**src/rtl/rr_arbiter_8.sv**
```systemverilog
// Eight-way round-robin arbiter with registered one-hot grant and hold-until-release ownership.
// Optional hold-time limit enabled by defining ARB_TIMEOUT_EN.
module rr_arbiter_8 #(
    parameter int MAX_HOLD = 8,
    parameter int CNT_W    = 4
) (
    input  logic       clk,
    input  logic       rst,
    input  logic [7:0] req,
    output logic [7:0] gnt,
    output logic [2:0] gnt_idx,
    output logic       gnt_valid,
    output logic       timeout
);

    typedef enum logic {
        IDLE  = 1'b0,
        GRANT = 1'b1
    } state_t;

    state_t     state;
    state_t     state_nxt;
    logic [2:0] ptr;
    logic [2:0] ptr_nxt;
    logic [2:0] idx_nxt;
    logic       valid_nxt;
    logic       timeout_nxt;
    logic       cnt_clr;
    logic       cnt_inc;
    logic       hold_expired;
    logic [3:0] pick;

    // Returns {hit, index}: first requester strictly after p, wrapping, with p itself last.
    function automatic logic [3:0] rr_pick(input logic [7:0] r, input logic [2:0] p);
        logic       hit;
        logic [2:0] win;
        logic [2:0] cand;
        hit = 1'b0;
        win = 3'd0;
        for (int k = 1; k <= 8; k++) begin
            cand = p + 3'(k);
            if (!hit && r[cand]) begin
                hit = 1'b1;
                win = cand;
            end
        end
        return {hit, win};
    endfunction

    assign pick = rr_pick(req, ptr);

`ifdef ARB_TIMEOUT_EN
    logic [CNT_W-1:0] hold_cnt;
    localparam logic [CNT_W-1:0] HOLD_LAST = CNT_W'(MAX_HOLD - 1);

    // Counter value n means the owner is in its (n+1)-th grant cycle.
    always_ff @(posedge clk) begin
        if (rst) begin
            hold_cnt <= '0;
        end else if (cnt_clr) begin
            hold_cnt <= '0;
        end else if (cnt_inc && (hold_cnt != {CNT_W{1'b1}})) begin
            hold_cnt <= hold_cnt + 1'b1;
        end
    end

    assign hold_expired = (hold_cnt >= HOLD_LAST);
`else
    logic [CNT_W-1:0] hold_cfg_unused;
    logic             ctl_unused;

    assign hold_cfg_unused = CNT_W'(MAX_HOLD);
    assign ctl_unused      = cnt_clr ^ cnt_inc;
    assign hold_expired    = 1'b0;
`endif

    always_comb begin
        state_nxt   = state;
        ptr_nxt     = ptr;
        idx_nxt     = gnt_idx;
        valid_nxt   = gnt_valid;
        timeout_nxt = 1'b0;
        cnt_clr     = 1'b0;
        cnt_inc     = 1'b0;
        case (state)
            IDLE: begin
                if (pick[3]) begin
                    idx_nxt   = pick[2:0];
                    valid_nxt = 1'b1;
                    ptr_nxt   = pick[2:0];
                    cnt_clr   = 1'b1;
                    state_nxt = GRANT;
                end else begin
                    idx_nxt   = 3'd0;
                    valid_nxt = 1'b0;
                end
            end
            GRANT: begin
                if (!req[gnt_idx]) begin
                    idx_nxt   = 3'd0;
                    valid_nxt = 1'b0;
                    state_nxt = IDLE;
                end else if (hold_expired) begin
                    // Revoked owner keeps ptr so it is searched last next time.
                    idx_nxt     = 3'd0;
                    valid_nxt   = 1'b0;
                    timeout_nxt = 1'b1;
                    state_nxt   = IDLE;
                end else begin
                    cnt_inc = 1'b1;
                end
            end
            default: begin
                idx_nxt   = 3'd0;
                valid_nxt = 1'b0;
                state_nxt = IDLE;
            end
        endcase
    end

    always_ff @(posedge clk) begin
        if (rst) begin
            state     <= IDLE;
            ptr       <= 3'd7;
            gnt       <= 8'h00;
            gnt_idx   <= 3'd0;
            gnt_valid <= 1'b0;
            timeout   <= 1'b0;
        end else begin
            state     <= state_nxt;
            ptr       <= ptr_nxt;
            gnt       <= valid_nxt ? (8'h01 << idx_nxt) : 8'h00;
            gnt_idx   <= idx_nxt;
            gnt_valid <= valid_nxt;
            timeout   <= timeout_nxt;
        end
    end

endmodule

```
**config.mk**
```make
export PLATFORM = sky130hd
export DESIGN_NAME = rr_arbiter_8
export DESIGN_NICKNAME = d
export VERILOG_FILES = /design/src/rtl/rr_arbiter_8.sv
export SDC_FILE = /design/constraint.sdc
export NUM_CORES = 1
export LEC_CHECK = 0
export ABC_CLOCK_PERIOD_IN_PS = 3200
export BUFFER_PORTS_ARGS = -buffer_cell sky130_fd_sc_hd__buf_4
export CAP_MARGIN = 20
export CORE_MARGIN = 3
export CORE_UTILIZATION = 50
export DETAILED_ROUTE_END_ITERATION = 7
export PLACE_DENSITY = 0.85
export SETUP_SLACK_MARGIN = 0.4
export SYNTH_ARGS = -nofsm -noshare
export SYNTH_HDL_FRONTEND = slang
export SYNTH_SLANG_ARGS = --single-unit
```
**constraint.sdc**
```tcl
create_clock -name clk -period 3.2 [get_ports clk]
set_input_delay 0.48 -clock clk [delete_from_list [all_inputs] [get_ports clk]]
set_output_delay 0.48 -clock clk [all_outputs]
set_load 0.05 [all_outputs]
```
==> impl_results.md <==
- Result of the run: completed
- Yosys warnings: 0
- Fill cell instance count of the final layout: 165
- Critical path start-end classification: flip-flop to flip-flop
- Cell area after placement: about 1800 µm²
- Critical path data required time: approximately 3.4 ns
- Overall power after layout: ~2.8 mW
- Post-synthesis adder-cell area fraction: about 1.6%
- Critical path data arrival time: 3.21 ns
- Beginning of the worst register-to-register path: ptr[1]
- Post-CTS clock slew at the launch and capture registers of the worst setup and hold paths: 0.10 ns
- Global-route wire length before repair: approximately 8000 µm
- Avg Cell Area, Syn: approximately 9 µm²
- HPWL after DPL: 3210 µm
- Critical Path Start Type: flip-flop
- Starting density of the core: 54.0%
- Number of clock sinks: 16
- Peak clock frequency supported by timing: roughly 0.33 GHz
- Clk_lat worst skew: 0.30 ns
- Count of antenna diodes in the layout: 0
- Final cell count without fillers: between 200 and 250
- Number of primary I/O pins: 23
- Endpoint of the worst-slack reg-to-reg timing path: gnt[1]
- Post-placement cell count: roughly 220
- XOR/XNOR share of the synthesized area: approximately 1.7%
- Hold violation count in the final report: 0
- Count of routing violations after the opening detailed-route iteration: about 120
- RD Place Congestion: 0.905
- Number of I/O port buffers: 21
- Share of layout cells above drive strength 1: about 50%
- Aggregate global-route resource usage: between 20% and 30%
- CTS Buf Count: 3
- Instance count of the mapped netlist: between 150 and 200
- First-pass DRT Iterations: 5
- Floorplan die height: 61.3 µm
- Post-synth design cell area: roughly 1500 µm²
- Worst IR drop on VDD: ~0.00096 V
- Headroom to the max-slew limit: about 64%
- Most used flip-flop cell after synthesis: sky130_fd_sc_hd__dfxtp_1
- Crit share post-route: about 93%
- Biggest fanout along the worst timing path: 8
- PD cells: roughly 1300 nW/µm²
- Number of global-route vias before repair: roughly 1700
- Number of buffers added to fix hold violations after cts: 0
- Basic-gate share of the synthesized area counting and, or, nand and nor cells: 20.6%
- Area overhead of the layout relative to synthesis: 37.2%
- TritonCTS clock tree: yes
- Total length of routed wires: 5860 µm
- Sequential-to-total area share from yosys stat: approximately a fifth
- Number of endpoints failing setup at the final stage: 0
- Overall overflow remaining after global route: 0
- Post-DR wirelength/cell: 24.1 µm
- Crit path time final: between 2 and 3 ns
- Buffers from clock root to sink, at most: 2
- Hold Crit Start: rst
- Flop and latch count out of synthesis: 16
- Post-layout net count: between 200 and 250
- Unrepaired setup endpoints after global routing: yes
- H-tree lvl count: 1
- Residual DRC count: 0
- CP Capture Type: flip-flop
- Transition time of the tightest slew-check pin: about 0.52 ns
- Via count normalized by instance count: about 7.2
- Floorplan Core Area: 2830 µm²
- Minimum setup slack among reg-to-reg paths: around 0.21 ns
- Max_cap viols: 0
- Final Max Slew Viols: 0
- Via count: 1757
- Post-route design area: 2100 µm²
- Hold depth: 2
- Placement Rows: 19
- Die footprint: between 3000 and 4000 µm²
- Combinational family with the most area after synthesis: multiplexers
- Endpoint with the worst hold slack: gnt_idx[0]
- Count of different cell masters after synthesis: between 40 and 50
- Antenna violations before repair: 0
- Lkg Pwr: 0.845 nW
- Utilization after layout: around three quarters
- Clock root buffer master: sky130_fd_sc_hd__clkbuf_4
- Horizontal die dimension: about 61 µm
- Proportion of synthesized area in mux cells: 31.1%
- Post-Syn Nets: about 180
- Setup TNS: 0 ns
- Worst reg2reg path depth: 10
- Path class of the lowest-slack min-delay path: input port to flip-flop
- Number of enable-type register cells in the synthesized netlist: 0
- Worst Clk Skew: approximately 0.0046 ns
- Final antenna-violating net count: 0
- Synthesized-area fraction occupied by ao, oa, aoi and oai cells: 18.8%
- Maximum number of pins on one net before global-route repair: 11
- Proportion of register bits with asynchronous set or reset after synthesis: 0%
worst max-delay path by stage:
| stage | from | endpoint | slack, ns |
|---|---|---|---|
| floorplan | ptr[0] | gnt[5] | 0.41 |
| finish | ptr[1] | gnt[1] | 0.21 |
| global route | ptr[0] | gnt[1] | 0.14 |
| CTS | ptr[1] | gnt[7] | 0.40 |
| global placement | ptr[0] | gnt[1] | 0.28 |
| detailed placement | ptr[0] | gnt[7] | 0.19 |
critical path, stage by stage (launching register included):
cell	delay (ns)
sky130_fd_sc_hd__dfxtp_4	0.41
sky130_fd_sc_hd__inv_6	0.04
sky130_fd_sc_hd__ha_4	0.33
sky130_fd_sc_hd__mux4_2	0.61
sky130_fd_sc_hd__mux2i_1	0.36
sky130_fd_sc_hd__nor2_1	0.09
sky130_fd_sc_hd__o31ai_1	0.31
sky130_fd_sc_hd__a21oi_1	0.17
sky130_fd_sc_hd__o2bb2ai_2	0.25
sky130_fd_sc_hd__nand2b_1	0.14
sky130_fd_sc_hd__nor2_1	0.19
layout by cell type (no fill, tap or decap), types with 4 or more instances in the layout:
cell	instances
sky130_fd_sc_hd__a21oi_1	12
sky130_fd_sc_hd__buf_4	45
sky130_fd_sc_hd__nand2_1	13
sky130_fd_sc_hd__nand2b_1	5
sky130_fd_sc_hd__nor3_2	4
sky130_fd_sc_hd__inv_1	7
sky130_fd_sc_hd__mux4_2	14
sky130_fd_sc_hd__nor2_1	15
sky130_fd_sc_hd__mux2_2	6
sky130_fd_sc_hd__dfxtp_1	14
sky130_fd_sc_hd__mux2i_1	8
cell type report:
| cell class | count | area, µm² | share of cell area, % |
|---|---|---|---|
| multi-input cells | 137 | 1290 | 61.7 |
| well taps | 31 | 38.8 | 1.85 |
| clock buffers | 4 | 36.3 | 1.73 |
| inverters | 9 | 41.3 | 1.97 |
| flip-flops and latches | 16 | 328 | 15.6 |
| repair buffers | 46 | 358 | 17.1 |
cell usage after synthesis, types with 2 or more instances:
| cell | instances | share of area, % |
|---|---|---|
| sky130_fd_sc_hd__mux2_2 | 7 | 5.2 |
| sky130_fd_sc_hd__clkbuf_1 | 3 | 0.74 |
| sky130_fd_sc_hd__a221o_1 | 2 | 1.3 |
| sky130_fd_sc_hd__dfxtp_1 | 16 | 21 |
| sky130_fd_sc_hd__ha_1 | 2 | 1.6 |
| sky130_fd_sc_hd__a22oi_1 | 2 | 0.98 |
| sky130_fd_sc_hd__mux2i_1 | 10 | 6.6 |
| sky130_fd_sc_hd__a211oi_1 | 2 | 0.98 |
| sky130_fd_sc_hd__nand2b_1 | 5 | 2.0 |
| sky130_fd_sc_hd__o31ai_1 | 2 | 0.98 |
| sky130_fd_sc_hd__nor3_1 | 5 | 1.6 |
| sky130_fd_sc_hd__buf_1 | 2 | 0.49 |
| sky130_fd_sc_hd__inv_1 | 9 | 2.2 |
| sky130_fd_sc_hd__o21a_1 | 2 | 0.98 |
| sky130_fd_sc_hd__nand3_1 | 2 | 0.66 |
| sky130_fd_sc_hd__nor2_1 | 19 | 4.7 |
| sky130_fd_sc_hd__a21oi_1 | 14 | 4.6 |
| sky130_fd_sc_hd__xnor2_1 | 3 | 1.7 |
| sky130_fd_sc_hd__and2_1 | 3 | 1.2 |
| sky130_fd_sc_hd__o2bb2ai_1 | 2 | 1.1 |
| sky130_fd_sc_hd__or2_1 | 2 | 0.82 |
| sky130_fd_sc_hd__nand2_1 | 13 | 3.2 |
| sky130_fd_sc_hd__mux4_2 | 12 | 18 |
| sky130_fd_sc_hd__o21ai_0 | 6 | 2.0 |
kinds of logic after synthesis:
family          count (synthesis)
simple gates                   58
mux                            30
xor+xnor                        3
flops                          16
other cells                     1
buf+inv                        17
fa+ha+maj                       2
compound gates                 42
power breakdown:
| part | total, mW | switching, mW | leakage [nW] | internal [mW] |
|---|---|---|---|---|
| combinational | 2.28 | 1.31 | 0.693 | 0.975 |
| sequential | 0.332 | 0.0688 | 0.132 | 0.264 |
| clock | 0.138 | 0.0686 | 0.0210 | 0.0695 |
routing by layer:
| layer | wire (µm) | track usage, % | vias to the layer above |
|---|---|---|---|
| li1 | - | - | 730 |
| met1 | 2040 | 36.8 | 826 |
| met2 | 2780 | 49.1 | 145 |
| met3 | 624 | 5.45 | 56 |
| met4 | 414 | 13.0 | 0 |
| met5 | 0 | 0 | - |
per-stage QoR:
stage / hold WS (ns) / worst slack [ns]
floorplan: 0.565 / 0.407
global placement: 0.483 / 0.282
detailed placement: 0.494 / 0.192
CTS: 0.413 / 0.401
global route: 0.433 / 0.141
finish: 0.433 / 0.210
timing repair:
item                                    4_1_cts  5_1_grt
resized for setup                             8       22
cloned                                        1        0
buffers inserted                             11       10
pin swaps                                     2       13
endpoints found under the setup margin       12       14
state kept, by name, summed over array words and instances (netlist names):
register and flops:
gnt 8, gnt_idx 3, gnt_valid 1, ptr 3, state 1
Power figures use the tool's default switching activity.
